**src/rtl/sha_message_scheduler.sv**
```systemverilog
// SHA-256 message scheduler: latches one 512-bit block, streams W_0..W_63 plus the round counter.
// Latency: W_0 with counter=1 the cycle after accept; W_63 with last_word 64 cycles after accept.
// Backpressure: block_ready only in IDLE or on the W_63 cycle; define SHA_SCHED_BSWAP_EN to byte-swap input words.
module sha_message_scheduler #(
    parameter logic [31:0] IDLE_W = 32'h0
) (
    input  logic         clk,
    input  logic         reset,
    input  logic         block_valid,
    input  logic [511:0] block,
    output logic         block_ready,
    output logic [5:0]   counter,
    output logic [31:0]  W,
    output logic         running,
    output logic         last_word
);

    typedef enum logic {
        S_IDLE = 1'b0,
        S_RUN  = 1'b1
    } state_t;

    state_t             state_q, state_d;
    logic [5:0]         counter_q, counter_d;
    logic [31:0]        w_q, w_d;
    logic               last_word_q, last_word_d;
    // win[0] is the word on W; win[15] is the newest word computed.
    logic [15:0][31:0]  win_q, win_d;
    logic [31:0]        new_word;
    logic               accept;

    function automatic logic [31:0] sig0(input logic [31:0] x);
        return {x[6:0], x[31:7]} ^ {x[17:0], x[31:18]} ^ {3'b000, x[31:3]};
    endfunction

    function automatic logic [31:0] sig1(input logic [31:0] x);
        return {x[16:0], x[31:17]} ^ {x[18:0], x[31:19]} ^ {10'b0, x[31:10]};
    endfunction

    function automatic logic [31:0] in_word(input logic [511:0] b, input int idx);
        logic [31:0] raw;
        raw = b[511 - 32*idx -: 32];
`ifdef SHA_SCHED_BSWAP_EN
        return {raw[7:0], raw[15:8], raw[23:16], raw[31:24]};
`else
        return raw;
`endif
    endfunction

    // In RUN, counter==0 only on the k=64 (W_63) cycle, which doubles as the next accept slot.
    assign block_ready = (state_q == S_IDLE) || (counter_q == 6'd0);
    assign accept      = block_valid && block_ready;

    // Produces W_(k+15) from W_(k+13), W_(k+8), W_k, W_(k-1) while W_(k-1) is on the output.
    assign new_word = sig1(win_q[14]) + win_q[9] + sig0(win_q[1]) + win_q[0];

    always_comb begin
        state_d     = state_q;
        counter_d   = counter_q;
        w_d         = w_q;
        last_word_d = 1'b0;
        win_d       = win_q;
        if (accept) begin
            state_d   = S_RUN;
            counter_d = 6'd1;
            for (int i = 0; i < 16; i++) begin
                win_d[i] = in_word(block, i);
            end
            w_d = in_word(block, 0);
        end else if (state_q == S_RUN) begin
            if (counter_q == 6'd0) begin
                state_d   = S_IDLE;
                counter_d = 6'd0;
                w_d       = IDLE_W;
            end else begin
                counter_d   = counter_q + 6'd1;
                w_d         = win_q[1];
                win_d       = {new_word, win_q[15:1]};
                last_word_d = (counter_q == 6'd63);
            end
        end
    end

    always_ff @(posedge clk) begin
        if (reset) begin
            state_q     <= S_IDLE;
            counter_q   <= 6'd0;
            w_q         <= IDLE_W;
            last_word_q <= 1'b0;
        end else begin
            state_q     <= state_d;
            counter_q   <= counter_d;
            w_q         <= w_d;
            last_word_q <= last_word_d;
        end
    end

    // The window is don't-care outside RUN, so it carries no reset.
    always_ff @(posedge clk) begin
        win_q <= win_d;
    end

    assign counter   = counter_q;
    assign W         = w_q;
    assign last_word = last_word_q;
    assign running   = (state_q == S_RUN);

endmodule

```
**config.mk**
```make
export PLATFORM = sky130hd
export DESIGN_NAME = sha_message_scheduler
export DESIGN_NICKNAME = d
export VERILOG_FILES = /design/src/rtl/sha_message_scheduler.sv
export SDC_FILE = /design/constraint.sdc
export NUM_CORES = 1
export LEC_CHECK = 0
export CELL_PAD_IN_SITES_DETAIL_PLACEMENT = 0
export CELL_PAD_IN_SITES_GLOBAL_PLACEMENT = 1
export CORE_MARGIN = 4
export CORE_UTILIZATION = 40
export DETAILED_ROUTE_END_ITERATION = 10
export PLACE_DENSITY_LB_ADDON = 0.1
export SYNTH_ARGS = -nofsm -noshare
export SYNTH_HDL_FRONTEND = slang
export SYNTH_SLANG_ARGS = --single-unit
export TNS_END_PERCENT = 20
```
**constraint.sdc**
```tcl
create_clock -name clk -period 33.2 [get_ports clk]
set_clock_uncertainty 0.05 [all_clocks]
set_input_delay 3.32 -clock clk [delete_from_list [all_inputs] [get_ports clk]]
set_output_delay 3.32 -clock clk [all_outputs]
set_load 0.02 [all_outputs]
```
==> results of run 1 <==
-- worst max-delay path: cells and delay by family --
kind	cells	cell delay [ns]
AND/OR/NAND/NOR	1	0.95
buffers and inverters	6	4.04
-- final cells by class --
class	instances	area [um^2]
multi-input combinational	2075	10800
clock buffer	82	1650
timing repair buffer	577	5730
inverter	127	477
antenna	17	42.5
sequential	552	16200
fill	6538	33700
clock inverter	29	169
tap	940	1180
-- worst max-delay path by stage --
stage	startpoint	depth (start not counted)	endpoint
finish	block_valid	7	win_q[361]$_DFFE_PP_
global route	block_valid	7	win_q[397]$_DFFE_PP_
CTS	block_valid	7	win_q[397]$_DFFE_PP_
detailed placement	block_valid	7	win_q[333]$_DFFE_PP_
global placement	block_valid	7	win_q[365]$_DFFE_PP_
floorplan	block_valid	3	win_q[0]$_DFFE_PP_
-- power groups by stage --
stage                     sequential (uW)  clock [uW]  combinational (uW)
after floorplan                       975           0                 925
after global placement                981           0                1360
after detailed placement              982           0                1370
after CTS                             969         641                1390
after global routing                  976         672                1530
final                                 969         630                1390
-- cells in the mapped netlist (7+ instances only) --
| master | count |
|---|---|
| and3_1 | 9 |
| fa_1 | 62 |
| buf_2 | 60 |
| inv_1 | 126 |
| o21ai_0 | 45 |
| a221oi_1 | 33 |
| nand4_1 | 7 |
| nand2_1 | 1433 |
| xnor2_1 | 79 |
| clkbuf_1 | 89 |
| edfxtp_1 | 512 |
| nand3_1 | 9 |
| a31oi_1 | 8 |
| o21a_1 | 7 |
| mux2i_1 | 33 |
| xor2_1 | 57 |
| buf_1 | 16 |
| ha_1 | 33 |
| nor3_1 | 18 |
| nor2_1 | 102 |
| dfxtp_1 | 40 |
| a21o_1 | 11 |
| a21oi_1 | 47 |
-- per-stage QoR --
| stage | instance area, um^2 | hold WS (ns) | power (uW) | util | instances |
|---|---|---|---|---|---|
| global route | 36200 | 0.470 | 3180 | 0.518 | 4389 |
| CTS | 36200 | 0.446 | 3000 | 0.518 | 4382 |
| floorplan | 28200 | 0.441 | 1900 | - | 2920 |
| global placement | 34400 | 0.429 | 2340 | 0.492 | 4271 |
| finish | 36200 | 0.448 | 2990 | 0.518 | 4399 |
| detailed placement | 34400 | 0.449 | 2350 | 0.492 | 4271 |
-- flip-flops by register name (all words and copies together), names as in the netlist --
name,flops
win_q,512
counter,6
W,32
running,1
last_word,1
-- cell families after synthesis --
kind of cell               after synthesis
AOI/OAI and AO/OA                      201
xor gates and xnor gates               136
adders and majority gates               95
buffers and inverters                  293
DFF                                    552
muxes                                   35
and+or+nand+nor                       1608
-- layer usage --
layer	part of all wire	vias up	track usage	wire length [um]
met5	0.00068	-	0	69
met4	0.025	10	0.0703	2480
met3	0.068	122	0.0464	6900
met2	0.49	753	0.435	49200
met1	0.42	10600	0.355	42700
li1	-	10500	-	-
==> metrics.txt, run 1 <==
Cell Chain, Critical Path=buf_2 > buf_4 > nand2b_4 > buf_4 > buf_4 > buf_4 > buf_4; WP data arrival=roughly 8.6 ns; core area=about 70000 um^2; share of cells above drive strength 1=0.0352; vias in the first global route=21700; Post-Syn Nets=about 3500; proportion of synthesized area in mux cells=0.0125; vias per cell=5.01; Synth Area in XOR/XNOR=0.0423; largest family of logic cells by synthesized area=simple AND/OR/NAND/NOR gates; Flop pwr share=0.324; Post-Synth Adder-Cell Area=0.0587; post-synth top area share=0.546; logic gate share of total power=0.466; CTS tree=done; status=finished, final reports clean; Skew-Pair Late Insertion Delay=0.62 ns; Clk pwr share=0.211; share of the clock period used by the worst path=0.252; switch share=0.405; setup_tns=0 ns; worst rel slew slack=0.255; Compound-Gate Fraction of Synth Area=0.0489; LEAKAGE=~0.015 uW; WS Path Type=primary input to flip-flop; CP max stage delay=0.98 ns; DRC viols=0; simple-gate share of the synthesized area=0.221; Synth Flop Type=edfxtp_1; Synth area leader=edfxtp_1; Unique masters post-synth=67; Via Count=22000; hold buffers post-CTS=0; final hold viol count=0; Pwr per Cell Area=slightly above 80 nW/um^2; Die X=273 um; Post-Syn Instances=about 2900; most common cell after layout, fill and taps aside=nand2_1; postcts setup bufs=0; Required @ worst endpoint=approximately 33 ns; GRT Overall Usage=0.261; initial antenna violation count=18; critical hold path startpoint=win_q[360]$_DFFE_PP_; Least-Margin Pin Slew=approximately 1.1 ns; hold path endpoint=win_q[328]$_DFFE_PP_; area of the mapped netlist=between 20000 and 30000 um^2; hold path depth=2; clock sinks=about 550; initial DRC count=approximately 2100; R2R Path End=win_q[361]$_DFFE_PP_; Internal Pwr Total=1780 uW; # rows=97; final WL=about 100000 um; Yosys reg bits=between 500 and 600; Hold Path Class=flip-flop to flip-flop; Max-Cap Viols=0; pin count of the biggest net entering global routing=~200; P&R area growth vs syn=28.7%; synth top area cells=edfxtp_1 (55%), nand2_1 (19%), fa_1 (4.4%); Final Max Tran Viols=0; maximum vdd drop=about 0.000054 V; CP most frequent cell=buf_4; Setup Viol. Count Final=0; Tmin final=approximately 8.4 ns; # IOs=~560; YS warnings=0; crit path launch type=primary input; Port Buf Inserts=~560; slowest CP cell=buf_4; fraction of registers with async set/reset=0; pre-CTS WS=around 24 ns; Fmax=roughly 120 MHz; setup ws final=about 25 ns; routability cong.=0.927; number of synthesized flops with an enable pin=512; CP endpoint kind=flip-flop; Die H=273 um; drt wl/cell=between 20 and 25 um; GR Overflow Total=0; first-pass GRT wire length=between 100000 and 150000 um; worst-path maximum fanout=88; Syn Area/Cell=approximately 9.6 um^2; HPWL Detailed=about 76000 um; DRT Pass-1 Iters=5; RSZ-0062 raised after global routing=false; Nets=around 4000; cell depth of the worst flop-to-flop path=8; r2r setup slk=between 20 and 30 ns; die area=74700 um^2; NetSw=~1200 uW; initial cell density of the core=0.403; CTS buffer count=60; number of routed nets with antenna violations=0; root buffer cell=clkbuf_16; clk slew on worst S/H paths=around 0.06 ns; Seq/Total Area, Yosys=0.574; clk buf depth=3; worst r2r src=running$_SDFF_PP0_; H-tree depth=2; # resized after CTS=0; most frequent cells in the layout=nand2_1 (1432), clkdlybuf4s50_1 (554), edfxtp_1 (512)
Note: power is estimated with default switching activity, not from simulation.
==> run 2, diff against run 1 <==
==> constraint.sdc (replaced) <==
create_clock -name clk -period 8.35 [get_ports clk]
set_clock_uncertainty 0.05 [all_clocks]
set_input_delay 0.835 -clock clk [delete_from_list [all_inputs] [get_ports clk]]
set_output_delay 0.835 -clock clk [all_outputs]
set_load 0.02 [all_outputs]
==> metrics.txt, run 2 (synthesis results as in run 1) <==
number of routed nets with antenna violations=0 (unchanged); Hold Path Class=flip-flop to flip-flop (unchanged); worst rel slew slack=0.286 (was 0.255); vias in the first global route=22000 (was 21700); initial DRC count=2205 (was 2123); most frequent cells in the layout=nand2_1 (1432), clkdlybuf4s50_1 (554), edfxtp_1 (512) (unchanged); crit path capture=win_q[503]$_DFFE_PP_ (was win_q[361]$_DFFE_PP_); P&R area growth vs syn=28.9% (was 28.7%); CP max stage delay=0.52 ns (was 0.98 ns); die area=74700 um^2 (unchanged); # resized after CTS=0 (unchanged); postcts setup bufs=0 (unchanged); CP most frequent cell=fa_1 (was buf_4); Top delay family on crit path=adder cells (was buffers and inverters); GR Overflow Total=0 (unchanged); pin count of the biggest net entering global routing=218 (was 199); CTS tree=done (unchanged); slowest CP cell=a211oi_2 (was buf_4); number of flip-flops in the largest register=512 (unchanged); Critical Path Start=win_q[468]$_DFFE_PP_ (was block_valid); M2 GR Usage=0.452 (was 0.435); HPWL Detailed=79100 um (was 76300 um); drt wl/cell=23.9 um (was 23.0 um); most common cell after layout, fill and taps aside=nand2_1 (unchanged); CTS buffer count=61 (was 60); clk slew on worst S/H paths=0.07 ns (was 0.06 ns); Flop pwr share=0.313 (was 0.324); routability cong.=0.951 (was 0.927); final hold viol count=0 (unchanged); clk buf depth=3 (unchanged); Internal Pwr Total=7130 uW (was 1780 uW); # rows=97 (unchanged); LEAKAGE=0.0155 uW (about the same); RSZ-0062 raised after global routing=false (unchanged); CP endpoint kind=flip-flop (unchanged); Pwr per Cell Area=336 nW/um^2 (was 82.6 nW/um^2); Least-Margin Pin Slew=1.07 ns (was 1.12 ns); core area=69900 um^2 (unchanged); vias per cell=5.02 (was 5.01); initial antenna violation count=21 (was 18); initial cell density of the core=0.403 (unchanged); Required @ worst endpoint=8.77 ns (was 33.39 ns); root buffer cell=clkbuf_16 (unchanged); busiest layer in global routing=met2 (unchanged); pre-CTS WS=3.64 ns (was 24.18 ns); Port Buf Inserts=555 (unchanged); H-tree depth=2 (unchanged); Die X=273 um (unchanged); Buf/Inv on CP=2 (was 6); Crit. path cell count=14 (was 7); crit path launch type=flip-flop (was primary input); setup ws final=3.65 ns (was 24.84 ns); hold buffers post-CTS=0 (unchanged); status=finished, final reports clean (unchanged); share of the clock period used by the worst path=0.563; Setup Viol. Count Final=0 (unchanged); Skew-Pair Late Insertion Delay=0.64 ns (was 0.62 ns); r2r setup slk=3.65 ns (was 27.24 ns); Cell Chain, Critical Path=xor2_1 > xnor2_1 > fa_1 > fa_1 > inv_1 > ha_1 > inv_1 > fa_1 > nor2b_1 > o2111ai_1 > a211oi_2 > a211oi_1 > or3_1 > a31oi_1 (was buf_2 > buf_4 > nand2b_4 > buf_4 > buf_4 > buf_4 > buf_4); Via Count=22100 (was 22000); logic gate share of total power=0.474 (was 0.466); Max-Cap Viols=0 (unchanged); WS Path Type=flip-flop to flip-flop (was primary input to flip-flop); worst-path maximum fanout=6 (was 88); first-pass GRT wire length=148000 um (was 144000 um); Fmax=213 MHz; Tmin final=roughly 4.7 ns; Clk pwr share=0.212 (was 0.211); # IOs=556 (unchanged); switch share=0.415 (was 0.405); maximum vdd drop=0.000273 V (was 0.0000537 V); share of cells above drive strength 1=0.0338 (was 0.0352); met1 Use GR=0.364 (was 0.355); Die H=273 um (unchanged); Nets=3998 (was 4003); worst r2r src=win_q[468]$_DFFE_PP_ (was running$_SDFF_PP0_); Reg with most FFs=win_q (unchanged); NetSw=5060 uW (was 1210 uW); WP data arrival=5.12 ns (was 8.55 ns); DRT Pass-1 Iters=5 (unchanged); Final Max Tran Viols=0 (unchanged); R2R Path End=win_q[503]$_DFFE_PP_ (was win_q[361]$_DFFE_PP_); final WL=105000 um (was 101000 um); setup_tns=0 ns (unchanged); cell depth of the worst flop-to-flop path=14 (was 8); clock sinks=552 (unchanged); GRT Overall Usage=0.270 (was 0.261); met3 Use GR=0.0522 (was 0.0464); DRC viols=0 (unchanged)
-- run 2: power by group through the flow --
| stage | clock network, uW | registers, uW | logic, uW |
|---|---|---|---|
| after detailed placement | 0 | 3870 | 5640 |
| after global routing | 2730 | 3850 | 6260 |
| after global placement | 0 | 3860 | 5610 |
| final | 2590 | 3820 | 5780 |
| after floorplan | 0 | 3800 | 3680 |
| after CTS | 2630 | 3810 | 5680 |
-- run 2: area by class of cell --
| cell class | instances | area, um^2 |
|---|---|---|
| fill | 6476 | 33600 |
| sequential | 552 | 16200 |
| multi-input combinational | 2075 | 10800 |
| timing repair buffer | 571 | 5750 |
| clock buffer | 75 | 1600 |
| tap | 940 | 1180 |
| inverter | 127 | 477 |
| clock inverter | 36 | 267 |
| antenna | 17 | 42.5 |
-- run 2: through the flow --
step	instance area, um^2	utilization	hold WS, ns	power (uW)	std cells
2_1_floorplan	28200	-	0.441	7480	2920
3_3_place_gp	34400	0.492	0.427	9460	4265
3_5_place_dp	34400	0.492	0.446	9510	4265
4_1_cts	36300	0.519	0.455	12100	4376
5_1_grt	36300	0.519	0.482	12800	4382
6_report	36300	0.519	0.456	12200	4393
-- run 2: worst min-delay path by stage --
stage / startpoint / to / slack (ns) / cells past startpoint
floorplan: win_q[132]$_DFFE_PP_ / win_q[100]$_DFFE_PP_ / 0.44 / 2
global placement: counter[5]$_SDFFE_PP0P_ / last_word$_SDFF_PP0_ / 0.43 / 2
detailed placement: counter[5]$_SDFFE_PP0P_ / last_word$_SDFF_PP0_ / 0.45 / 2
CTS: counter[5]$_SDFFE_PP0P_ / last_word$_SDFF_PP0_ / 0.45 / 2
global route: win_q[124]$_DFFE_PP_ / win_q[92]$_DFFE_PP_ / 0.48 / 2
finish: counter[5]$_SDFFE_PP0P_ / last_word$_SDFF_PP0_ / 0.46 / 2
-- run 2: layer usage --
layer  up-vias  share of wire
met4        12          0.024
met2       838           0.48
met1     10600           0.42
li1      10500              -
met5         -        0.00078
met3       129          0.076
-- run 2: tightest hold or removal path, stage by stage (launching register included) --
cell and delay, ns:
dfxtp_1 0.35, nand2_1 0.07, nor4_1 0.04
==> run 3, diff against run 2 <==
--- a/config.mk
+++ b/config.mk
@@ -8,7 +8,7 @@
 export CELL_PAD_IN_SITES_DETAIL_PLACEMENT = 0
 export CELL_PAD_IN_SITES_GLOBAL_PLACEMENT = 1
 export CORE_MARGIN = 4
-export CORE_UTILIZATION = 40
+export CORE_UTILIZATION = 36
 export DETAILED_ROUTE_END_ITERATION = 10
 export PLACE_DENSITY_LB_ADDON = 0.1
 export SYNTH_ARGS = -nofsm -noshare
==> constraint.sdc (replaced) <==
create_clock -name clk -period 4.2 [get_ports clk]
set_clock_uncertainty 0.05 [all_clocks]
set_input_delay 0.42 -clock clk [delete_from_list [all_inputs] [get_ports clk]]
set_output_delay 0.42 -clock clk [all_outputs]
set_load 0.02 [all_outputs]
==> metrics.txt, run 3 (synthesis results as in run 1) <==
drt wl/cell=23.9 um (about the same); share of the clock period used by the worst path=1.01 (was 0.563); Reg with most FFs=win_q (unchanged); worst-path maximum fanout=5 (was 6); clk slew on worst S/H paths=0.06 ns (was 0.07 ns); Skew-Pair Late Insertion Delay=0.61 ns (was 0.64 ns); H-tree depth=3 (was 2); Final Max Tran Viols=0 (unchanged); # IOs=556 (unchanged); status=complete, but fails checks (was finished, final reports clean); first-pass GRT wire length=155000 um (was 148000 um); routability cong.=0.926 (was 0.951); die area=82800 um^2 (was 74700 um^2); most common cell after layout, fill and taps aside=nand2_1 (unchanged); WP data arrival=4.62 ns (was 5.12 ns); fin area=37800 um^2 (was 36300 um^2); Nets=4102 (was 3998); number of flip-flops in the largest register=512 (unchanged); P&R area growth vs syn=34.2% (was 28.9%); GRT Overall Usage=0.256 (was 0.270); r2r setup slk=-0.03 ns (was 3.65 ns); final WL=110000 um (was 105000 um); Setup Viol. Count Final=4 (was 0); # rows=102 (was 97); DRT Pass-1 Iters=6 (was 5); clock sinks=552 (unchanged); CP endpoint kind=flip-flop (unchanged); LEAKAGE=0.0162 uW (was 0.0155 uW); DP Area=35400 um^2 (was 34400 um^2); Pwr per Cell Area=696 nW/um^2 (was 336 nW/um^2); initial antenna violation count=18 (was 21); number of routed nets with antenna violations=0 (unchanged); Die X=288 um (was 273 um); failing checks=setup timing; initial cell density of the core=0.364 (was 0.403); Port Buf Inserts=555 (unchanged); DRC viols=0 (unchanged); GR Overflow Total=0 (unchanged); RSZ-0062 raised after global routing=true (was false); pin count of the biggest net entering global routing=206 (was 218); WS Path Type=flip-flop to flip-flop (unchanged); Fmax=236 MHz (was 213 MHz); Max-Cap Viols=0 (unchanged); crit path launch type=flip-flop (unchanged); Die H=288 um (was 273 um); worst rel slew slack=0.194 (was 0.286); Required @ worst endpoint=4.59 ns (was 8.77 ns); core area=77500 um^2 (was 69900 um^2); vias per cell=4.91 (was 5.02); final hold viol count=0 (unchanged); most frequent cells in the layout=nand2_1 (1432), clkdlybuf4s50_1 (554), edfxtp_1 (512) (unchanged); Hold Path Class=primary input to flip-flop (was flip-flop to flip-flop); clk buf depth=3 (unchanged); setup ws final=-0.0332 ns (was 3.65 ns); maximum vdd drop=0.000507 V (was 0.000273 V); Via Count=22500 (was 22100); CTS tree=done (unchanged); vias in the first global route=22700 (was 22000); hold_ws=0.208 ns (was 0.456 ns); HPWL Detailed=84400 um (was 79100 um); share of cells above drive strength 1=0.0743 (was 0.0338); Tmin final=4.23 ns (was 4.70 ns); root buffer cell=clkbuf_16 (unchanged); initial DRC count=1845 (was 2205); CTS buffer count=67 (was 61); Least-Margin Pin Slew=1.21 ns (was 1.07 ns)
-- run 3: report_power, final --
part,internal [uW],switching [uW]
clock network,3400,2380
registers,7150,412
logic,5190,7780
total,15700,10600
-- run 3: path summary, 6_finish.rpt --
path                            cells past startpoint                       to                     from
worst max register to register                     14     win_q[503]$_DFFE_PP_     win_q[467]$_DFFE_PP_
worst max-delay path                               14     win_q[503]$_DFFE_PP_     win_q[467]$_DFFE_PP_
worst min-delay path                                4  counter[0]$_SDFFE_PP0P_              block_valid
worst min register to register                      2     last_word$_SDFF_PP0_  counter[5]$_SDFFE_PP0P_
-- run 3: final cells by class --
| cell class | instances | area (um^2) |
|---|---|---|
| fillers | 7415 | 39700 |
| flip-flops and latches | 552 | 16200 |
| multi-input cells | 2075 | 11000 |
| repair buffers | 669 | 6600 |
| clock buffers | 90 | 1830 |
| well taps | 1040 | 1300 |
| inverters | 127 | 479 |
| clock inverters | 28 | 338 |
| diodes | 11 | 27.5 |
-- run 3: worst max-delay path, cell delays in order (launching register included) --
cell	delay (ns)
edfxtp_1	0.43
buf_6	0.15
xor2_2	0.15
xnor2_2	0.27
fa_1	0.46
fa_1	0.48
buf_4	0.16
fa_2	0.41
nor2b_4	0.16
o2111ai_4	0.20
a211oi_2	0.30
buf_4	0.18
a211oi_2	0.11
or3_1	0.37
a31oi_1	0.18
-- run 3: layer usage --
layer	GRT usage	vias up	wire length, um
li1	-	10700	-
met1	0.342	10900	46400
met2	0.432	756	53200
met3	0.0508	140	7390
met4	0.0599	16	2520
met5	0	-	109
-- run 3: timing repair --
item,in CTS,in global routing
setup buffers,0,8
resized for setup,12,22
hold buffers,0,0
pin swaps,4,18
setup endpoints to repair,15,16
-- run 3: per-stage QoR --
step	TNS (ns)	worst slack (ns)	power (uW)	cells	util
after global placement	-1.41	-0.206	19700	4456	0.456
after CTS	-0.0258	-0.0258	25800	4574	0.485
after floorplan	-410.43	-0.800	14900	2920	-
after detailed placement	-1.60	-0.201	19700	4456	0.456
final	-0.0835	-0.0332	26300	4592	0.488
after global routing	-0.839	-0.112	27800	4584	0.488
